`src/rtl/mem_arb_pkg.sv`:
```
// Shared types and helpers for the memory-port arbiter.
//   t_arb_state : arbiter FSM states
//   t_requester : which cache owns / last owned the port
//   line_base() : clears the in-line offset bits of a byte address
package mem_arb_pkg;

  typedef enum logic [2:0] {IDLE, IC_RD, DC_RD, DC_WR, DONE} t_arb_state;
  typedef enum logic {REQ_IC, REQ_DC} t_requester;

  function automatic logic [63:0] line_base(input logic [63:0] addr,
                                            input int unsigned off_bits);
    return addr & ~((64'd1 << off_bits) - 64'd1);
  endfunction

endpackage

```
`src/rtl/mem_arb_beat_ctr.sv`:
```
// Beat counter and beat address generator for one cache-line burst.
//   clk, arstn : clock, async active-low reset
//   load       : capture the line base for the next burst
//   base       : line base address (offset bits already cleared)
//   advance    : current beat completed
//   clear      : return the counter to beat 0
//   last       : current beat is the final beat of the line
//   addr       : byte address of the current beat
module mem_arb_beat_ctr #(
  parameter int ADDR_WIDTH = 64,
  parameter int DATA_WIDTH = 32,
  parameter int BEATS      = 16
) (
  input  logic                  clk,
  input  logic                  arstn,
  input  logic                  load,
  input  logic [ADDR_WIDTH-1:0] base,
  input  logic                  advance,
  input  logic                  clear,
  output logic                  last,
  output logic [ADDR_WIDTH-1:0] addr
);
  import mem_arb_pkg::*;

  localparam int CNT_W     = $clog2(BEATS);
  localparam int STRIDE_SH = $clog2(DATA_WIDTH / 8);

  logic [CNT_W-1:0]      cnt;
  logic [ADDR_WIDTH-1:0] base_q;

  always_ff @(posedge clk or negedge arstn) begin
    if (!arstn) begin
      cnt    <= '0;
      base_q <= '0;
    end else begin
      if (load) base_q <= base;
      if (clear)        cnt <= '0;
      else if (advance) cnt <= cnt + CNT_W'(1);
    end
  end

  assign last = (cnt == CNT_W'(BEATS - 1));
  assign addr = base_q + (ADDR_WIDTH'(cnt) << STRIDE_SH);

endmodule

```
`src/rtl/mem_arbiter.sv`:
```
// Round-robin arbiter of one external memory port between I-cache refills,
// D-cache refills and D-cache writebacks; each grant runs a full BEATS burst.
// Optional feature macro: MEM_ARB_TIMEOUT_EN (per-beat watchdog, o_err pulse).
// Ports:
//   clk, arstn                      clock, async active-low reset
//   i_ic_req/i_ic_addr              I-cache line read request
//   o_ic_grant/rdata/rvalid/done    I-cache response side
//   i_dc_req/we/addr/wdata          D-cache refill or writeback request
//   o_dc_grant/rdata/rvalid/wready/done  D-cache response side
//   o_mem_req/we/addr/wdata         beat request to memory
//   i_mem_ready/i_mem_rdata         beat completion and read data
//   o_err                           watchdog abort, coincident with done
module mem_arbiter #(
  parameter int ADDR_WIDTH = 64,
  parameter int DATA_WIDTH = 32,
  parameter int BEATS      = 16,
  parameter int TIMEOUT    = 255
) (
  input  logic                  clk,
  input  logic                  arstn,
  input  logic                  i_ic_req,
  input  logic [ADDR_WIDTH-1:0] i_ic_addr,
  output logic                  o_ic_grant,
  output logic [DATA_WIDTH-1:0] o_ic_rdata,
  output logic                  o_ic_rvalid,
  output logic                  o_ic_done,
  input  logic                  i_dc_req,
  input  logic                  i_dc_we,
  input  logic [ADDR_WIDTH-1:0] i_dc_addr,
  input  logic [DATA_WIDTH-1:0] i_dc_wdata,
  output logic                  o_dc_grant,
  output logic [DATA_WIDTH-1:0] o_dc_rdata,
  output logic                  o_dc_rvalid,
  output logic                  o_dc_wready,
  output logic                  o_dc_done,
  output logic                  o_mem_req,
  output logic                  o_mem_we,
  output logic [ADDR_WIDTH-1:0] o_mem_addr,
  output logic [DATA_WIDTH-1:0] o_mem_wdata,
  input  logic                  i_mem_ready,
  input  logic [DATA_WIDTH-1:0] i_mem_rdata,
  output logic                  o_err
);
  import mem_arb_pkg::*;

  localparam int OFF_BITS = $clog2(BEATS * DATA_WIDTH / 8);

  t_arb_state state;
  t_requester owner, last_grant, pick;
  logic ic_grant, dc_grant, mem_req, mem_we, ic_done, dc_done, err;
  logic tie, load, last, wd_fire;
  logic [ADDR_WIDTH-1:0] sel_addr, base, beat_addr;

  // Round-robin: on a tie the requester that did not win the previous tie goes.
  assign tie = i_ic_req && i_dc_req;
  always_comb begin
    pick = REQ_IC;
    if (tie)           pick = (last_grant == REQ_IC) ? REQ_DC : REQ_IC;
    else if (i_dc_req) pick = REQ_DC;
  end

  assign sel_addr = (pick == REQ_DC) ? i_dc_addr : i_ic_addr;
  assign base     = ADDR_WIDTH'(line_base(64'(sel_addr), OFF_BITS));
  assign load     = (state == IDLE) && (i_ic_req || i_dc_req);

  mem_arb_beat_ctr #(
    .ADDR_WIDTH (ADDR_WIDTH),
    .DATA_WIDTH (DATA_WIDTH),
    .BEATS      (BEATS)
  ) u_beat_ctr (
    .clk     (clk),
    .arstn   (arstn),
    .load    (load),
    .base    (base),
    .advance (mem_req && i_mem_ready),
    .clear   ((state == DONE) || wd_fire),
    .last    (last),
    .addr    (beat_addr)
  );

`ifdef MEM_ARB_TIMEOUT_EN
  // Counts consecutive not-ready cycles of the current beat; idle/grant
  // cycles have mem_req low, so each burst starts from zero.
  localparam int WD_W = $clog2(TIMEOUT + 1);
  logic [WD_W-1:0] wd;

  always_ff @(posedge clk or negedge arstn) begin
    if (!arstn)                     wd <= '0;
    else if (!mem_req || i_mem_ready) wd <= '0;
    else                            wd <= wd + WD_W'(1);
  end

  // Firing on the TIMEOUT-th stalled cycle lands DONE right when the count
  // would have reached TIMEOUT.
  assign wd_fire = mem_req && !i_mem_ready && (wd == WD_W'(TIMEOUT - 1));
`else
  assign wd_fire = 1'b0;
`endif

  always_ff @(posedge clk or negedge arstn) begin
    if (!arstn) begin
      state      <= IDLE;
      owner      <= REQ_IC;
      last_grant <= REQ_IC;
      ic_grant   <= 1'b0;
      dc_grant   <= 1'b0;
      mem_req    <= 1'b0;
      mem_we     <= 1'b0;
      ic_done    <= 1'b0;
      dc_done    <= 1'b0;
      err        <= 1'b0;
    end else begin
      ic_done <= 1'b0;
      dc_done <= 1'b0;
      err     <= 1'b0;
      case (state)
        IDLE: begin
          if (i_ic_req || i_dc_req) begin
            owner   <= pick;
            mem_req <= 1'b1;
            if (tie) last_grant <= pick;
            if (pick == REQ_IC) begin
              state    <= IC_RD;
              ic_grant <= 1'b1;
            end else begin
              state    <= i_dc_we ? DC_WR : DC_RD;
              dc_grant <= 1'b1;
              mem_we   <= i_dc_we;
            end
          end
        end
        IC_RD, DC_RD, DC_WR: begin
          if (wd_fire || (i_mem_ready && last)) begin
            state   <= DONE;
            mem_req <= 1'b0;
            mem_we  <= 1'b0;
            err     <= wd_fire;
            if (owner == REQ_IC) ic_done <= 1'b1;
            else                 dc_done <= 1'b1;
          end
        end
        DONE: begin
          state    <= IDLE;
          ic_grant <= 1'b0;
          dc_grant <= 1'b0;
        end
        default: state <= IDLE;
      endcase
    end
  end

  assign o_ic_grant  = ic_grant;
  assign o_dc_grant  = dc_grant;
  assign o_ic_done   = ic_done;
  assign o_dc_done   = dc_done;
  assign o_err       = err;
  assign o_mem_req   = mem_req;
  assign o_mem_we    = mem_we;
  assign o_mem_addr  = mem_req ? beat_addr : '0;
  assign o_mem_wdata = mem_we ? i_dc_wdata : '0;

  // Beat handshakes are combinational on ready: the beat completes this cycle.
  assign o_ic_rvalid = (state == IC_RD) && i_mem_ready;
  assign o_dc_rvalid = (state == DC_RD) && i_mem_ready;
  assign o_dc_wready = (state == DC_WR) && i_mem_ready;
  assign o_ic_rdata  = (state == IC_RD) ? i_mem_rdata : '0;
  assign o_dc_rdata  = (state == DC_RD) ? i_mem_rdata : '0;

endmodule

```
`config.mk`:
```
export PLATFORM = sky130hd
export DESIGN_NAME = mem_arbiter
export DESIGN_NICKNAME = d
export VERILOG_FILES = /design/src/rtl/mem_arb_pkg.sv /design/src/rtl/mem_arb_beat_ctr.sv /design/src/rtl/mem_arbiter.sv
export SDC_FILE = /design/constraint.sdc
export NUM_CORES = 1
export LEC_CHECK = 0
export BUFFER_PORTS_ARGS = -buffer_cell sky130_fd_sc_hd__buf_2
export CORE_AREA = 3 3 142 144
export DETAILED_ROUTE_END_ITERATION = 6
export DIE_AREA = 0 0 145 147
export GPL_TIMING_DRIVEN = 0
export HOLD_SLACK_MARGIN = 0.03
export REMOVE_ABC_BUFFERS = 1
export SLEW_MARGIN = 20
export SYNTH_ARGS = -nofsm -noshare
export SYNTH_HDL_FRONTEND = slang
export SYNTH_SLANG_ARGS = --single-unit
```
`constraint.sdc`:
```
create_clock -name clk -period 1.8 [get_ports clk]
set_clock_uncertainty 0.1 [all_clocks]
set_input_delay 0.09 -clock clk [delete_from_list [all_inputs] [get_ports clk]]
set_output_delay 0.09 -clock clk [all_outputs]
set_load 0.01 [all_outputs]
```
# Word-level counts from Yosys, hierarchy flattened
# Cells that the tools add are included.
dict set report totals {
  word_cells 75
  reg_bits 73
  output_inout_bits 170
  in_bits 198
}
dict set report classes {
  muxes 33
  n_addsub 2
  reduce_logical 20
  eq_ne 9
}
# op count
set op_table {}
lappend op_table {{two-way mux 64 bit} 2}
lappend op_table {{two-way mux 32 bit} 3}
lappend op_table {{adder 64 x 6 -> 64 bit} 1}
lappend op_table {{two-way mux 1 bit} 18}
lappend op_table {{AND reduction 3 bit} 4}
lappend op_table {{two-way mux 4 bit} 2}
lappend op_table {{one-hot mux 1 bit (2 select lines)} 4}
lappend op_table {{logical AND 1 bit} 7}
lappend op_table {{equality test 3 x 2 -> 1 bit, second input constant} 2}
lappend op_table {{two-way mux 3 bit} 2}
lappend op_table {{!= test 2 bit, second input constant} 3}
lappend op_table {{one-hot mux 3 bit (2 select lines)} 1}
lappend op_table {{nonzero test 2 bit} 3}
lappend op_table {{adder 4 x 1 -> 4 bit, second input constant} 1}
lappend op_table {{equality test 4 bit, second input constant} 1}
lappend op_table {{AND reduction 2 bit} 2}
lappend op_table {{AND reduction 4 bit} 1}
lappend op_table {{equality test 3 x 1 -> 1 bit, second input constant} 1}
lappend op_table {{equality test 3 bit, second input constant} 1}
lappend op_table {{zero test 3 bit} 1}
lappend op_table {{OR reduction 3 bit} 1}
lappend op_table {{two-way mux 2 bit} 1}
lappend op_table {{!= test 2 x 1 -> 1 bit, second input constant} 1}
lappend op_table {{logical OR 1 bit} 1}

# Logic depth before layout (Yosys ltp)
dict set report depth {
  word_depth 5
  mapped_depth 6
  depth_no_buf 4
}

# Cells and area by module
# A second synthesis with hierarchy kept.
dict set report hier_totals {
  cells_unflattened 654
  hier_area_um2 6222.2
}
# module instances cells_per_inst area_each_um2 seq_area_each_um2
set modules_own_cells {}
lappend modules_own_cells {mem_arb_beat_ctr 1 363 3940.0 1701.6}
lappend modules_own_cells {mem_arbiter 1 291 2282.2 275.3}

# Least setup slack after synthesis
# OpenSTA, ideal clock, no wires.
dict set report synth_timing {
  kind {reg2reg}
  from {reg state[1]}
  to {reg u_beat_ctr.base_q[53]}
  stages_incl_launch_ff 7
  path_buffers 3
  path_slack_ns -0.162
  t_arrival_ns 1.740
  required_ns 1.577
  cell_sequence {dfrtp_1 buf_6 or4b_4 buf_6 buf_6 or3_1 o221a_2}
}
dict set report synth_via {
  elab_chain_cells 2
}
# element line_no
set synth_lines {}
lappend synth_lines {{from (decl)} mem_arbiter.sv:48} ;# t_arb_state state;
lappend synth_lines {{from (signal assigned)} mem_arbiter.sv:126} ;# state <= i_dc_we ? DC_WR : DC_RD;
lappend synth_lines {{zero test 3 bit} mem_arbiter.sv:64} ;# assign load = (state == IDLE) && (i_ic_req || i_dc_req);
lappend synth_lines {{logical AND 1 bit} mem_arbiter.sv:64}
lappend synth_lines {{to (signal assigned)} mem_arb_beat_ctr.sv:36} ;# if (load) base_q <= base;
lappend synth_lines {{to (decl)} mem_arb_beat_ctr.sv:29} ;# logic [ADDR_WIDTH-1:0] base_q;
# No other way between the ends.
# A chain may end at the register's enable or synchronous reset.

# Worst setup path in the final report
dict set report layout_timing {
  from {reg state[1]}
  to {reg u_beat_ctr.base_q[46]}
}
# The elaborated chain is that of the path after synthesis.

==> impl_metrics.tcl <==
set metrics [dict create \
    stdcell_count 1202 \
    cp_data_required_time_ps 1920 \
    synth_xor_area_share_pct 0.601 \
    synthSimpleGateAreaFrac_pct 35.2 \
    routedWlPerCell_microns 19.5 \
    cts_tree "built" \
    yosysSeqAreaShare_pct 41.8 \
    synthMuxAreaShare_pct 0 \
    first_pass_iters 5 \
    reg2reg_slack_ps -230 \
    area_delta_synth_final_pct 107 \
    crit_start "state[1]$_DFFE_PN0P_" \
    violations "negative setup slack" \
    cp_max_fo 14 \
    ir_drop_mv 0.873 \
    drive_gt1_share_pct 58.7 \
    syn_avg_cell_area_sq_um 9.76 \
    drv_slew 0 \
    syn_area_sq_mm 0.00437 \
    final_core_util_pct 48.0 \
    synth_warnings 0 \
    cts_made_buffers 9 \
    hp-class "input port to register" \
    cts.clk_slew.worst_paths_ps 60 \
    htree_levels 3 \
    gp_congestion 0.798 \
    synthAdderAreaFrac_pct 0.286 \
    finalNetCount 1134 \
    die-width_microns 145 \
    drt_iter0_markers 241 \
    via_count 5658 \
    cp-start-kind "register" \
    crit_chain "buf_4, or4b_4, or3_1, o221a_2" \
    synthFlopType "dfrtp_1" \
    synth_cells 448 \
    crit_path_end "u_beat_ctr.base_q[46]$_DFFE_PN0P_" \
    clockRootBuffer "clkbuf_16" \
    synth.distinct_cells 34 \
    yosys.area.top_type "dfrtp_1" \
    synth_top_area_share_pct 41.8 \
    reg2reg_to "u_beat_ctr.base_q[46]$_DFFE_PN0P_" \
    end_kind "register" \
    initial_core_util_pct 23.2 \
    hold_viol 0 \
    clk_latency_ps 330 \
    clockBufferDepth 2 \
    pwr_density_cell_mw_per_mm2 1440 \
    final_antenna_net_count 0 \
    status "finished, violations left" \
    drc 0 \
    grt.overflow.total 0 \
    chipHeight_microns 147 \
    grt_pass1_vias 6074 \
    fin_setup_tns_ps -18520 \
    pin_count 368 \
    worstMarginPinSlew_ps 539 \
    dieArea_sq_mm 0.0213 \
    synth_edf_count 0 \
    r2r_start "state[1]$_DFFE_PN0P_" \
    pre_cts_ws_ps -427 \
    rows 50 \
    antenna_found_initial 3 \
    dpl.hpwl_microns 13000 \
    p_leak_nw 4.22 \
    port_buffers 352 \
    max_cap_violations 0 \
    crit_slowest_cell "or4b_4" \
    final_common_cell "buf_2" \
    grt_first_pass_wirelength_microns 33800 \
    grt_util_all_layers_pct 19.9 \
    slew_headroom_pct 64.1 \
    final.period_utilization_pct 113 \
    fmax_ghz 0.493 \
    cts_sinks 73 \
    cp_slowest_stage_delay_ps 640 \
    core-area_sq_mm 0.0188 \
    ys_top_cells_by_area "dfrtp_1 42%, and2_1 23%, o221a_2 15%" \
    yosys_register_bits 73 \
    dp.cells 1023 \
    routed_wl_microns 23400 \
    avgViaCountPerCell 4.71 \
    fin_crit_ps 2030 \
    rsz0062_at_grt "true" \
    synth_compound_area_share_pct 16.9 \
    critical_path_class "register to register" \
    synth_top_family_by_area "simple AND/OR/NAND/NOR gates" \
    crit_arrival_ps 2150 \
    reg2regPathDepth 4 \
    layout_common_cells "298 x buf_2, 116 x dlygate4sd3_1, 107 x and2_1, 68 x dfrtp_1, 66 x buf_6" \
    synthArstFlopShare_pct 100 \
    grt_max_degree 43 \
    fin_ws_ps -229 \
    setup-violations-final 123 \
]
==> cell families after synthesis <==
family / count (synthesis)
buffers and inverters: 51
adders and majority gates: 1
other: 1
DFF: 73
and+or+nand+nor: 249
xor gates and xnor gates: 3
AOI/OAI and AO/OA: 70
==> worst min path at each step <==
stage,from,cells past startpoint,to,slack (ps)
2_1_floorplan,arstn,0,last_grant$_DFFE_PN0P_,-310
3_3_place_gp,i_ic_addr[53],2,u_beat_ctr.base_q[53]$_DFFE_PN0P_,260
3_5_place_dp,arstn,1,u_beat_ctr.base_q[33]$_DFFE_PN0P_,-20
4_1_cts,i_dc_addr[13],3,u_beat_ctr.base_q[13]$_DFFE_PN0P_,40
5_1_grt,i_dc_addr[13],3,u_beat_ctr.base_q[13]$_DFFE_PN0P_,40
6_report,i_mem_ready,3,u_beat_ctr.cnt[1]$_DFFE_PN0P_,40
==> flip-flops by register name, summed over array words and instances, names as in the netlist <==
name,flops
state,3
o_dc_grant,1
owner,1
u_beat_ctr.cnt,4
o_dc_done,1
o_ic_done,1
o_mem_we,1
u_beat_ctr.base_q,58
o_mem_req,1
o_ic_grant,1
last_grant,1
==> power by group <==
part / internal (mW) / switching, mW / total (mW)
Clock: 1.39 / 0.721 / 2.11
Combinational: 4.41 / 3.48 / 7.89
Sequential: 2.43 / 0.600 / 3.03
==> cell usage after synthesis (3+ instances only) <==
cell	n
buf_2	3
nand2_1	3
or3_1	61
nand3_1	6
buf_6	3
o221a_2	58
and2_1	160
clkbuf_1	36
inv_1	4
dfrtp_1	73
buf_4	3
nor2_1	8
==> layout make-up <==
cell class,instances,area (sq um)
clock buffer,10,239
timing repair buffer,513,3840
multi-input combinational,334,2670
inverter,4,15.0
fill,1684,9790
antenna,3,7.51
tap,260,325
sequential,73,1840
clock inverter,5,104
==> worst max-delay path: cells and delay by family (launching register included) <==
family	cells	cell delay [ps]
and+or+nand+nor	2	1050
DFF	1	470
AOI/OAI and AO/OA	1	130
buffers and inverters	1	170
==> routing by layer <==
layer	part of all wire, %	vias to the layer above	wire, microns	global-route usage [%]
li1	-	2599	-	-
met1	37	2690	8670	20.9
met2	52	312	12200	36.7
met3	6.9	57	1620	5.58
met4	4.1	0	952	9.45
met5	0	-	0	0
==> per-stage QoR <==
step,hold WS [ps],cell area [sq um],total power [mW]
after floorplan,-306,4170,6.20
after global placement,261,6250,8.71
after detailed placement,-19.3,6430,8.91
after CTS,35.2,8410,12.1
after global routing,36.2,9040,13.8
final,43.9,9040,13.0
==> what timing repair did <==
item | 4_1_cts | 5_1_grt
pin swaps | 11 | 53
endpoints found under the setup margin | 147 | 127
setup buffers | 21 | 13
gates resized for setup | 48 | 110
hold buffers | 116 | 0
gates cloned | 8 | 5
hold endpoints to repair | 124 | 0
(Power assumes the default switching activity.)
